<file path="config.mk">
export PLATFORM = sky130hd
export DESIGN_NAME = floor_request_queue
export DESIGN_NICKNAME = d
export VERILOG_FILES = /design/src/rtl/elevator_pkg.sv /design/src/rtl/button_debouncer.sv /design/src/rtl/floor_request_queue.sv
export SDC_FILE = /design/constraint.sdc
export NUM_CORES = 1
export LEC_CHECK = 0
export ABC_AREA = 1
export BUFFER_PORTS_ARGS = -buffer_cell sky130_fd_sc_hd__buf_2
export CELL_PAD_IN_SITES_DETAIL_PLACEMENT = 1
export CELL_PAD_IN_SITES_GLOBAL_PLACEMENT = 2
export CORE_ASPECT_RATIO = 2
export CORE_MARGIN = 10
export CORE_UTILIZATION = 34
export CTS_BUF_LIST = sky130_fd_sc_hd__clkbuf_4
export DETAILED_ROUTE_END_ITERATION = 12
export MAX_ROUTING_LAYER = met4
export PLACE_DENSITY = 0.9
export SYNTH_ARGS = -nofsm -noshare
export SYNTH_HDL_FRONTEND = slang
export SYNTH_SLANG_ARGS = --single-unit
</file>
<file path="constraint.sdc">
create_clock -name clk -period 1.4 [get_ports clk]
set_input_delay 0 -clock clk [delete_from_list [all_inputs] [get_ports clk]]
set_output_delay 0 -clock clk [all_outputs]
set_load 0.005 [all_outputs]
</file>
<file path="src/rtl/elevator_pkg.sv">
// Shared floor, state and direction definitions for the elevator control path.
package elevator_pkg;

  localparam int unsigned NUM_FLOORS = 3;
  localparam int unsigned FLOOR_W    = 2;

  localparam logic [FLOOR_W-1:0] FLOOR_G = 2'd0;
  localparam logic [FLOOR_W-1:0] FLOOR_1 = 2'd1;
  localparam logic [FLOOR_W-1:0] FLOOR_2 = 2'd2;

  localparam logic DIR_UP   = 1'b1;
  localparam logic DIR_DOWN = 1'b0;

  typedef enum logic {
    IDLE  = 1'b0,
    ISSUE = 1'b1
  } state_t;

  // Encoding 3 is never driven by the FSM; fold it onto the top floor.
  function automatic logic [FLOOR_W-1:0] clamp_floor(input logic [FLOOR_W-1:0] f);
    return (f == 2'd3) ? FLOOR_2 : f;
  endfunction

  function automatic logic [NUM_FLOORS-1:0] floor_bit(input logic [FLOOR_W-1:0] f);
    return NUM_FLOORS'(1) << f;
  endfunction

  function automatic logic [NUM_FLOORS-1:0] above_mask(input logic [FLOOR_W-1:0] f);
    logic [NUM_FLOORS-1:0] m;
    m = '0;
    for (int i = 0; i < NUM_FLOORS; i++) m[i] = (FLOOR_W'(i) > f);
    return m;
  endfunction

  function automatic logic [NUM_FLOORS-1:0] below_mask(input logic [FLOOR_W-1:0] f);
    logic [NUM_FLOORS-1:0] m;
    m = '0;
    for (int i = 0; i < NUM_FLOORS; i++) m[i] = (FLOOR_W'(i) < f);
    return m;
  endfunction

  function automatic logic [FLOOR_W-1:0] lowest_floor(input logic [NUM_FLOORS-1:0] m);
    logic [FLOOR_W-1:0] r;
    r = FLOOR_G;
    for (int i = NUM_FLOORS - 1; i >= 0; i--) if (m[i]) r = FLOOR_W'(i);
    return r;
  endfunction

  function automatic logic [FLOOR_W-1:0] highest_floor(input logic [NUM_FLOORS-1:0] m);
    logic [FLOOR_W-1:0] r;
    r = FLOOR_G;
    for (int i = 0; i < NUM_FLOORS; i++) if (m[i]) r = FLOOR_W'(i);
    return r;
  endfunction

endpackage

</file>
<file path="src/rtl/button_debouncer.sv">
// Synchronizes one raw call button, debounces it and emits a one-cycle press pulse
// on each accepted 0->1 transition.
module button_debouncer #(
  parameter int unsigned DEBOUNCE_CYCLES = 4,
  parameter int unsigned CNT_W           = 3
) (
  input  logic clk,
  input  logic reset,
  input  logic raw,
  output logic press
);

  logic             sync_q1;
  logic             sync_q2;
  logic             level_q;
  logic [CNT_W-1:0] cnt_q;

  // Level flips after DEBOUNCE_CYCLES consecutive disagreeing samples.
  always_ff @(posedge clk) begin
    if (!reset) begin
      sync_q1 <= 1'b0;
      sync_q2 <= 1'b0;
      level_q <= 1'b0;
      cnt_q   <= '0;
      press   <= 1'b0;
    end else begin
      sync_q1 <= raw;
      sync_q2 <= sync_q1;
      press   <= 1'b0;
      if (sync_q2 == level_q) begin
        cnt_q <= '0;
      end else if (cnt_q == CNT_W'(DEBOUNCE_CYCLES - 1)) begin
        cnt_q   <= '0;
        level_q <= sync_q2;
        press   <= sync_q2;
      end else begin
        cnt_q <= cnt_q + CNT_W'(1);
      end
    end
  end

endmodule

</file>
<file path="src/rtl/floor_request_queue.sv">
// Latches debounced floor calls and issues one target at a time to the elevator FSM
// using direction-preserving (SCAN) selection over a valid/arrive handshake.
module floor_request_queue
  import elevator_pkg::*;
#(
  parameter int unsigned DEBOUNCE_CYCLES = 4,
  parameter int unsigned CNT_W           = 3
) (
  input  logic                  clk,
  input  logic                  reset,
  input  logic                  g_f,
  input  logic                  f_f,
  input  logic                  s_f,
  input  logic                  emerg_in,
  input  logic [FLOOR_W-1:0]    cur_floor,
  input  logic                  arrive,
  output logic                  req_valid,
  output logic [FLOOR_W-1:0]    req_floor,
  output logic [NUM_FLOORS-1:0] pending,
  output logic                  dir_up
);

  logic [NUM_FLOORS-1:0] press;
  logic [NUM_FLOORS-1:0] raw_btn;

  assign raw_btn = {s_f, f_f, g_f};

  for (genvar i = 0; i < NUM_FLOORS; i++) begin : g_btn
    button_debouncer #(
      .DEBOUNCE_CYCLES (DEBOUNCE_CYCLES),
      .CNT_W           (CNT_W)
    ) u_debouncer (
      .clk   (clk),
      .reset (reset),
      .raw   (raw_btn[i]),
      .press (press[i])
    );
  end

  state_t                state_q, state_d;
  logic [NUM_FLOORS-1:0] pending_d;
  logic                  req_valid_d;
  logic [FLOOR_W-1:0]    req_floor_d;
  logic                  dir_up_d;

  logic [FLOOR_W-1:0]    cur;
  logic [NUM_FLOORS-1:0] cur_bit;
  logic [NUM_FLOORS-1:0] cand;
  logic [NUM_FLOORS-1:0] up_m;
  logic [NUM_FLOORS-1:0] dn_m;

  always_ff @(posedge clk) begin
    if (!reset) begin
      state_q   <= IDLE;
      pending   <= '0;
      req_valid <= 1'b0;
      req_floor <= FLOOR_G;
      dir_up    <= DIR_UP;
    end else begin
      state_q   <= state_d;
      pending   <= pending_d;
      req_valid <= req_valid_d;
      req_floor <= req_floor_d;
      dir_up    <= dir_up_d;
    end
  end

  always_comb begin
    state_d     = state_q;
    pending_d   = pending;
    req_valid_d = req_valid;
    req_floor_d = req_floor;
    dir_up_d    = dir_up;

    cur     = clamp_floor(cur_floor);
    cur_bit = floor_bit(cur);
    cand    = pending & ~cur_bit;
    up_m    = cand & above_mask(cur);
    dn_m    = cand & below_mask(cur);

    if (emerg_in) begin
      pending_d   = '0;
      req_valid_d = 1'b0;
      state_d     = IDLE;
    end else begin
      unique case (state_q)
        IDLE: begin
          // A call for the floor we are standing on is served without issuing.
          pending_d   = cand | (press & ~cur_bit);
          req_valid_d = 1'b0;
          if (dir_up == DIR_UP) begin
            if (|up_m) begin
              req_floor_d = lowest_floor(up_m);
              req_valid_d = 1'b1;
              state_d     = ISSUE;
            end else if (|dn_m) begin
              req_floor_d = highest_floor(dn_m);
              req_valid_d = 1'b1;
              state_d     = ISSUE;
              dir_up_d    = DIR_DOWN;
            end
          end else begin
            if (|dn_m) begin
              req_floor_d = highest_floor(dn_m);
              req_valid_d = 1'b1;
              state_d     = ISSUE;
            end else if (|up_m) begin
              req_floor_d = lowest_floor(up_m);
              req_valid_d = 1'b1;
              state_d     = ISSUE;
              dir_up_d    = DIR_UP;
            end
          end
        end
        ISSUE: begin
          // Clear is applied after the set so an arrive beats a same-floor press.
          pending_d = pending | press;
          if (arrive) begin
            pending_d   = pending_d & ~floor_bit(req_floor);
            req_valid_d = 1'b0;
            state_d     = IDLE;
          end
        end
        default: state_d = IDLE;
      endcase
    end
  end

endmodule

</file>
==> results of run 1 <==
[sequential cells by signal (all words and copies together) (netlist names)]
signal,flops
req_valid,1
dir_up,1
req_floor,2
g_btn.u_debouncer.sync_q2,3
g_btn.u_debouncer.cnt_q,9
state_q,1
g_btn.u_debouncer.sync_q1,3
pending,3
g_btn.u_debouncer.level_q,3
g_btn.u_debouncer.press,3
[layout by cell type, fill, tap and decap left out]
cell type	instances
nor2_4	1
a21oi_1	6
nand4_1	1
clkinv_2	2
xor2_1	1
nand2_2	3
nor3_1	5
buf_4	1
dfxtp_1	29
inv_2	2
clkbuf_4	6
ha_1	6
a211oi_1	2
o21ai_0	5
nand3_2	1
nand3_1	7
or2_2	1
inv_1	22
nand3b_1	1
buf_2	15
nor2_2	1
a211oi_2	1
nand2_1	25
nor2_1	17
dlygate4sd3_1	7
a21boi_0	1
o21ai_1	1
[repair_timing]
action	4_1_cts	5_1_grt
hold buffers	7	0
hold endpoints to repair	8	0
setup endpoints to repair	0	3
resized for setup	0	2
[power groups by stage]
stage / combinational (mW) / sequential (mW) / clock [mW]
CTS: 0.0745 / 0.840 / 0.513
detailed placement: 0.0597 / 0.859 / 0
floorplan: 0.0347 / 0.858 / 0
global route: 0.0853 / 0.842 / 0.547
global placement: 0.0569 / 0.858 / 0
finish: 0.0749 / 0.840 / 0.484
[worst max-delay path by stage]
stage | to | start
3_3_place_gp | g_btn[1].u_debouncer.cnt_q[0] | g_btn[1].u_debouncer.cnt_q[0]
2_1_floorplan | g_btn[1].u_debouncer.cnt_q[0] | g_btn[1].u_debouncer.cnt_q[0]
5_1_grt | g_btn[1].u_debouncer.cnt_q[2] | g_btn[1].u_debouncer.cnt_q[0]
4_1_cts | g_btn[1].u_debouncer.cnt_q[2] | g_btn[1].u_debouncer.cnt_q[0]
3_5_place_dp | g_btn[1].u_debouncer.cnt_q[1] | g_btn[1].u_debouncer.cnt_q[0]
6_report | g_btn[1].u_debouncer.cnt_q[2] | g_btn[1].u_debouncer.cnt_q[0]
[worst max-delay path, cell delays in order (launching register included)]
cell	delay (ns)
dfxtp_1	0.32
ha_1	0.20
ha_1	0.24
a211oi_2	0.19
o21ai_1	0.12
nor2_1	0.09
[through the flow]
stage / cells / area [um2]
floorplan: 141 / 1139
global placement: 186 / 1250
detailed placement: 186 / 1250
CTS: 201 / 1375
global route: 201 / 1380
finish: 201 / 1380
[logic make-up (layout without fill, tap and decap cells)]
family	count (synthesis)	in the layout	synth area share [%]
buffers and inverters	26	55	8.791
adders and majority gates	6	6	6.593
DFF	29	29	50.99
AOI/OAI and AO/OA	16	16	7.912
and+or+nand+nor	63	63	24.95
xor gates and xnor gates	1	1	0.7694
[per-layer routing]
layer / wire length (um) / track usage, %
met3: 148 / 2.733
met1: 888 / 7.424
met5: 0 / -
met4: 85 / 6.621
met2: 1478 / 17.81
[cell type report]
cell class | instances | area, um2
Fill cell | 410 | 1813
Sequential cell | 29 | 580.6
Multi-Input combinational cell | 86 | 462.9
Timing Repair Buffer | 23 | 152.6
Inverter | 24 | 90.09
Clock buffer | 6 | 45.04
Tap cell | 31 | 38.79
Clock inverter | 2 | 10.01
==> impl_metrics.ini, run 1 <==
[status]
outcome = completed

[sta]
min_period_ns = 1.227
drv_slew = 0
fmax_mhz = 815.1
clock_skew_ns = 0.003786
rsz0062_at_grt = no
fin_ws_ns = 0.1731
tns_ns = 0
max-slew-margin-rel_pct = 79.89
finalSetupViolations = 0
finalHoldViolCount = 0
timing.final.crit_share_pct = 87.63
worst_slew_pin_slew_ns = 0.3005
timing.hold.ws_ns = 0.06954

[grt]
grt_overflow = 0
grt_pass1_vias = 1080
grt_antenna_before_repair = 0
grt_usage_pct = 9.636
grt_pass1_wl_mm = 4.471
grt_max_degree = 16

[clock_tree]
clkSinkCount = 29
cts_root_buf = clkbuf_4
cts.clk_slew.worst_paths_ns = 0.09
post-cts-setup-buffer-count = 0
htreeDepth = 2
tritoncts.num_buffers = 5
insertion_delay_ns = 0.32
clockBufferDepth = 2
cts_tree = yes

[synth]
synth_edf_count = 0
synth.area.top_cells = dfxtp_1 (51%), nand2_1 (8.2%), inv_1 (7.3%), ha_1 (6.6%), nor2_1 (5.6%)
yosysSeqAreaShare_pct = 50.99
yosys_register_bits = 29
syn_avg_cell_area_um2 = 8.075
synth_common_cells = dfxtp_1 (29), nand2_1 (25), inv_1 (22), nor2_1 (17), nand3_1 (7)
yosys_warnings = 0
synth_nets = 156
yosysTopAreaCell = dfxtp_1
synth-async-reset-ratio_pct = 0
syn_inst = 141
yosysTopAreaCellShare_pct = 50.99
synth_flop_cell = dfxtp_1
yosysMostFrequentCell = dfxtp_1
synth_cell_types = 22
syn_area_um2 = 1139

[routing]
wl_per_cell_um = 12.94
drtIter0Drc = 14
wirelength_mm = 2.600
via_count = 998
drcViolationCount = 0
detail_route.first_pass.iterations = 2
final_antenna_net_count = 0
viasPerCell = 4.965

[final_layout]
area_growth_syn_to_layout_pct = 21.21
layout-drive-gt1-share_pct = 20.00
insertedDiodeCount = 0
num-nets-final = 184
final_util_pct = 43.22

[pwr]
switching_share_pct = 22.81
vdd_drop_max_v = 0.0005621
power.leakage_nw = 0.6510
powerDensity_nw_per_um2 = 1013
p_sw_mw = 0.3190
combPwrFrac_pct = 5.4
clkPwrFrac_pct = 34.6
p_total_mw = 1.399
seqPwrFrac_pct = 60.1
p_int_mw = 1.080

[placement]
dp_slack_ns = 0.1267
gp_congestion = 0.7387
dpl.hpwl_mm = 2.086
io_buffers = 15

[worst_setup_path]
path_max_fanout = 3
r2r_start = g_btn[1].u_debouncer.cnt_q[0]
startpoint_type = register
rr_endpoint = g_btn[1].u_debouncer.cnt_q[2]
end_kind = register
rr_worst_depth = 5
critical_path_class = register to register
critPathRequiredTime_ns = 1.66
rrSetupSlack_ns = 0.17
cp_data_arrival_time_ns = 1.49

[floorplan]
fp-row-count = 29
initial_utilization_pct = 35.66
die_w_um = 60.92
die_h_um = 101.8
dieArea_um2 = 6204
io_pins = 16
core_area_um2 = 3193

[flow_run]
drv_cap = 0

[worst_hold_path]
hp-class = input port to register
min_from = cur_floor[0]
hold_depth = 4
hold_path_end = pending[1]
Note: power is estimated with default switching activity, not from simulation.
==> run 2: changes to the inputs <==
Clock period 1.4 ns to 1.3 ns, I/O delays scaled along.
==> run 2 against run 1 <==
Hold slack got worse by 0.0033 ns; sequential cell count did not move; fmax rose by 0.67%; register-to-register slack got worse by 0.09 ns; critical path type unchanged; sequential power rose by 7.7%; critical path depth did not move; via count fell by 0.40%; worst setup slack got worse by 0.092 ns.
==> impl_metrics.ini, run 2 (synthesis gave the netlist of run 1 again) <==
[status]
outcome = completed

[final_layout]
area_growth_syn_to_layout_pct = 22.42
final_cell_mix = dfxtp_1 (29), nand2_1 (25), inv_1 (22)
largest_register_ff_count = 9
multi_input_area_um2 = 469.2
final_common_cell = dfxtp_1
final-seq-area_um2 = 580.6
top_register = g_btn.u_debouncer.cnt_q
layout-drive-gt1-share_pct = 21.64
num-nets-final = 185
insertedDiodeCount = 0
nFillCells = 406

[worst_setup_path]
critPathRequiredTime_ns = 1.57
end_kind = register
startpoint_type = register
cp_data_arrival_time_ns = 1.49
path_max_fanout = 3
critical_path_class = register to register

[sta]
rsz0062_at_grt = no
timing.hold.ws_ns = 0.06622
max-slew-margin-rel_pct = 77.07
clock_skew_ns = 0.005521
drv_slew = 0
fin_ws_ns = 0.08128
finalHoldViolCount = 0
finalSetupViolations = 0
fmax_mhz = 820.5
worst_slew_pin_slew_ns = 0.3427
min_period_ns = 1.219
timing.final.crit_share_pct = 93.75

[flow_run]
drv_cap = 0

[placement]
dpl.hpwl_mm = 2.205
dp_slack_ns = -0.03349
gp_congestion = 0.7264
io_buffers = 15

[clock_tree]
clkSinkCount = 29
cts_root_buf = clkbuf_4
cts_tree = yes
htreeDepth = 2
tritoncts.num_buffers = 5
cts.clk_slew.worst_paths_ns = 0.09
post-cts-setup-buffer-count = 0
insertion_delay_ns = 0.33
clockBufferDepth = 2

[grt]
grt.busiest_layer = met2
grt_pass1_wl_mm = 4.795
grtUsageMet3_pct = 4.224
grt_use_met1_pct = 7.496
grt_antenna_before_repair = 0
grt_usage_pct = 10.30
grt_overflow = 0
grt_pass1_vias = 1171
use_met2_pct = 19.86
grt_max_degree = 16

[floorplan]
io_pins = 16
die_h_um = 101.8
dieArea_um2 = 6204
fp-row-count = 29
die_w_um = 60.92
initial_utilization_pct = 35.66
core_area_um2 = 3193

[pwr]
p_total_mw = 1.514
power.leakage_nw = 0.6560
vdd_drop_max_v = 0.0006477
powerDensity_nw_per_um2 = 1086

[routing]
via_count = 994
wl_per_cell_um = 13.21
drcViolationCount = 0
final_antenna_net_count = 0
drtIter0Drc = 9
detail_route.first_pass.iterations = 3
viasPerCell = 4.921
wirelength_mm = 2.669

[worst_hold_path]
hp-class = input port to register
[run 2: cell count changes in the layout (fill, tap and decap cells not counted)]
cell / delta
o21ai_1: -1
buf_4: +1
ha_2: +1
o21ai_2: +1
ha_1: -1
[run 2: timing repair]
item,CTS,global route
setup endpoints to repair,3,3
resized for setup,2,2
hold buffers,7,0
pin swaps,1,0
hold endpoints to repair,9,0
[run 2: cell type report]
class / instances / share of cell area, %
timing repair buffer: 24 / 11.49
sequential: 29 / 41.65
clock inverter: 2 / 0.7181
inverter: 24 / 6.463
clock buffer: 6 / 3.232
multi-input combinational: 86 / 33.66
tap: 31 / 2.783
[run 2: metrics by stage]
stage                     instances  TNS (ns)  area, um2  util (%)
after global placement          187         0       1257     39.38
after detailed placement        187  -0.03349       1257     39.38
after floorplan                 141         0       1139         -
final                           202         0       1394     43.65
after global routing            202         0       1394     43.65
after CTS                       202         0       1388     43.46
[run 2: layer usage]
layer / wire length, um / share of wire, %
met5: 0 / 0
met4: 61 / 2.3
met3: 165 / 6.2
met2: 1561 / 58
met1: 880 / 33
[run 2: worst paths after layout]
check | slack, ns | endpoint | cells after the start | start
setup / recovery | 0.08 | g_btn[1].u_debouncer.cnt_q[2] | 5 | g_btn[1].u_debouncer.cnt_q[0]
hold / removal | 0.07 | pending[1] | 4 | cur_floor[0]
setup reg to reg | 0.08 | g_btn[1].u_debouncer.cnt_q[2] | 5 | g_btn[1].u_debouncer.cnt_q[0]
hold reg to reg | 0.42 | g_btn[0].u_debouncer.sync_q2 | 2 | g_btn[0].u_debouncer.sync_q1
[run 2: power by group]
| group | internal [mW] | leakage [nW] | switching (mW) |
|---|---|---|---|
| clock network | 0.226 | 0.0354 | 0.301 |
| logic | 0.0377 | 0.385 | 0.0440 |
| registers | 0.899 | 0.235 | 0.00585 |
[run 2: critical path, cell delays in order, from the launching register on]
cell	delay, ns
dfxtp_1	0.32
ha_1	0.20
ha_2	0.21
a211oi_2	0.21
o21ai_2	0.10
nor2_1	0.12
==> run 3: changes to the inputs <==
Clock period 1.3 ns to 1.27 ns, I/O delays scaled along.
==> run 3 against run 2 <==
Die area unchanged; non-clock buffer count unchanged; via count down 0.10%; sequential power up 2.3%; core utilization up 0.16 points; register-to-register slack about the same; count of clock-buffer cells in the layout unchanged; combinational power up 4.5%; worst setup slack worse by 0.012 ns; fmax up 1.5%; routed wire length about the same.
==> impl_metrics.ini, run 3 (synthesis gave the netlist of run 1 again) <==
[status]
outcome = completed

[sta]
max-slew-margin-rel_pct = 76.64
worst_slew_pin_slew_ns = 0.3490
finalHoldViolCount = 0
timing.final.crit_share_pct = 94.57
fmax_mhz = 832.6
clock_skew_ns = 0.005654
min_period_ns = 1.201
rsz0062_at_grt = no
drv_slew = 0
timing.hold.ws_ns = 0.08684
finalSetupViolations = 0

[grt]
grt_usage_pct = 10.35
grt_antenna_before_repair = 0
grt_pass1_wl_mm = 4.816
grt_max_degree = 16
grt_overflow = 0
grt_pass1_vias = 1178

[placement]
gp_congestion = 0.7264
dpl.cell_count = 187
dpl.hpwl_mm = 2.205
io_buffers = 15

[clock_tree]
cts_tree = yes
cts_root_buf = clkbuf_4
htreeDepth = 2
clockBufferDepth = 2
clkSinkCount = 29
insertion_delay_ns = 0.33
cts.clk_slew.worst_paths_ns = 0.09
tritoncts.num_buffers = 5

[routing]
drtIter0Drc = 10
wl_per_cell_um = 13.20
final_antenna_net_count = 0
viasPerCell = 4.916
detail_route.first_pass.iterations = 3
wirelength_mm = 2.667
drcViolationCount = 0
via_count = 993

[worst_setup_path]
critical_path_class = register to register
end_kind = register
path_max_fanout = 3
startpoint_type = register
slowest_delay_ns = 0.32
path_cells = ha_1 -> ha_2 -> a211oi_2 -> o21ai_2 -> nor2_1
critPathRequiredTime_ns = 1.54
cp_data_arrival_time_ns = 1.47
worst_path_max_delay_cell = dfxtp_1

[final_layout]
layout-drive-gt1-share_pct = 21.64
final_util_pct = 43.81
num-nets-final = 185
area_growth_syn_to_layout_pct = 22.86
insertedDiodeCount = 0
final_common_cell = dfxtp_1
largest_register_ff_count = 9
nFillCells = 407
final_cells = 202
top_register = g_btn.u_debouncer.cnt_q
final_cell_mix = dfxtp_1 (29), nand2_1 (25), inv_1 (22)

[floorplan]
die_h_um = 101.8
dieArea_um2 = 6204
die_w_um = 60.92
initial_utilization_pct = 35.66
core_area_um2 = 3193
io_pins = 16
fp-row-count = 29

[pwr]
vdd_drop_max_v = 0.0006630
powerDensity_nw_per_um2 = 1109
power.leakage_nw = 0.6566

[flow_run]
drv_cap = 0

[worst_hold_path]
hp-class = input port to register
==> run 3: cell types whose count changed in the layout (fill, tap and decap cells not counted) <==
cell    change
nor2_2      -1
nor2_4      +1
==> run 3: area by class of cell <==
cell class | count | area [um2] | area share (%)
clock buffer | 6 | 45.04 | 3.220
inverter | 24 | 90.09 | 6.440
clock inverter | 2 | 10.01 | 0.7156
tap | 31 | 38.79 | 2.773
timing repair buffer | 24 | 160.2 | 11.45
multi-input combinational | 86 | 474.2 | 33.90
sequential | 29 | 580.6 | 41.50
==> run 3: worst paths after layout <==
| check | startpoint | endpoint | slack, ns | depth (start not counted) |
|---|---|---|---|---|
| hold / removal | cur_floor[0] | pending[1] | 0.09 | 4 |
| setup / recovery | g_btn[1].u_debouncer.cnt_q[0] | g_btn[1].u_debouncer.cnt_q[2] | 0.07 | 5 |
| setup reg to reg | g_btn[1].u_debouncer.cnt_q[0] | g_btn[1].u_debouncer.cnt_q[2] | 0.07 | 5 |
| hold reg to reg | g_btn[0].u_debouncer.sync_q1 | g_btn[0].u_debouncer.sync_q2 | 0.42 | 2 |
==> run 3: what timing repair did <==
| item | 4_1_cts | 5_1_grt |
|---|---|---|
| setup endpoints to repair | 3 | 2 |
| buffers inserted | 0 | 0 |
| pin swaps | 1 | 1 |
| endpoints found under the hold margin | 9 | 0 |
| hold buffers | 7 | 0 |
| resized for setup | 4 | 1 |
==> run 3: where the power goes <==
part	internal (mW)	switching (mW)	total (mW)
logic	0.0392	0.0462	0.0854
clock network	0.231	0.309	0.540
registers	0.920	0.00598	0.926
==> run 3: routing by layer <==
metal | part of all wire [%] | vias up | wire, um | GRT usage (%)
li1 | - | 499 | - | -
met2 | 58 | 19 | 1560 | 19.86
met1 | 33 | 468 | 878 | 7.642
met3 | 6.3 | 7 | 167 | 4.224
met5 | 0 | - | 0 | -
met4 | 2.3 | 0 | 61 | 4.584
==> run 3: through the flow <==
step / total power, mW / setup slack, ns / instance area [um2] / setup TNS, ns
finish: 1.552 / 0.06900 / 1399 / 0
global route: 1.636 / 0.003985 / 1399 / 0
CTS: 1.585 / 0.02794 / 1394 / 0
floorplan: 0.9840 / 0.09813 / 1139 / 0
global placement: 1.009 / 0.05915 / 1257 / 0
detailed placement: 1.015 / -0.06349 / 1257 / -0.1147
==> run 3: worst max-delay path, delay by kind of cell (launching register included) <==
family	cells	cell delay [ns]
compound gates	2	0.31
fa+ha+maj	2	0.41
flops	1	0.32
simple gates	1	0.11
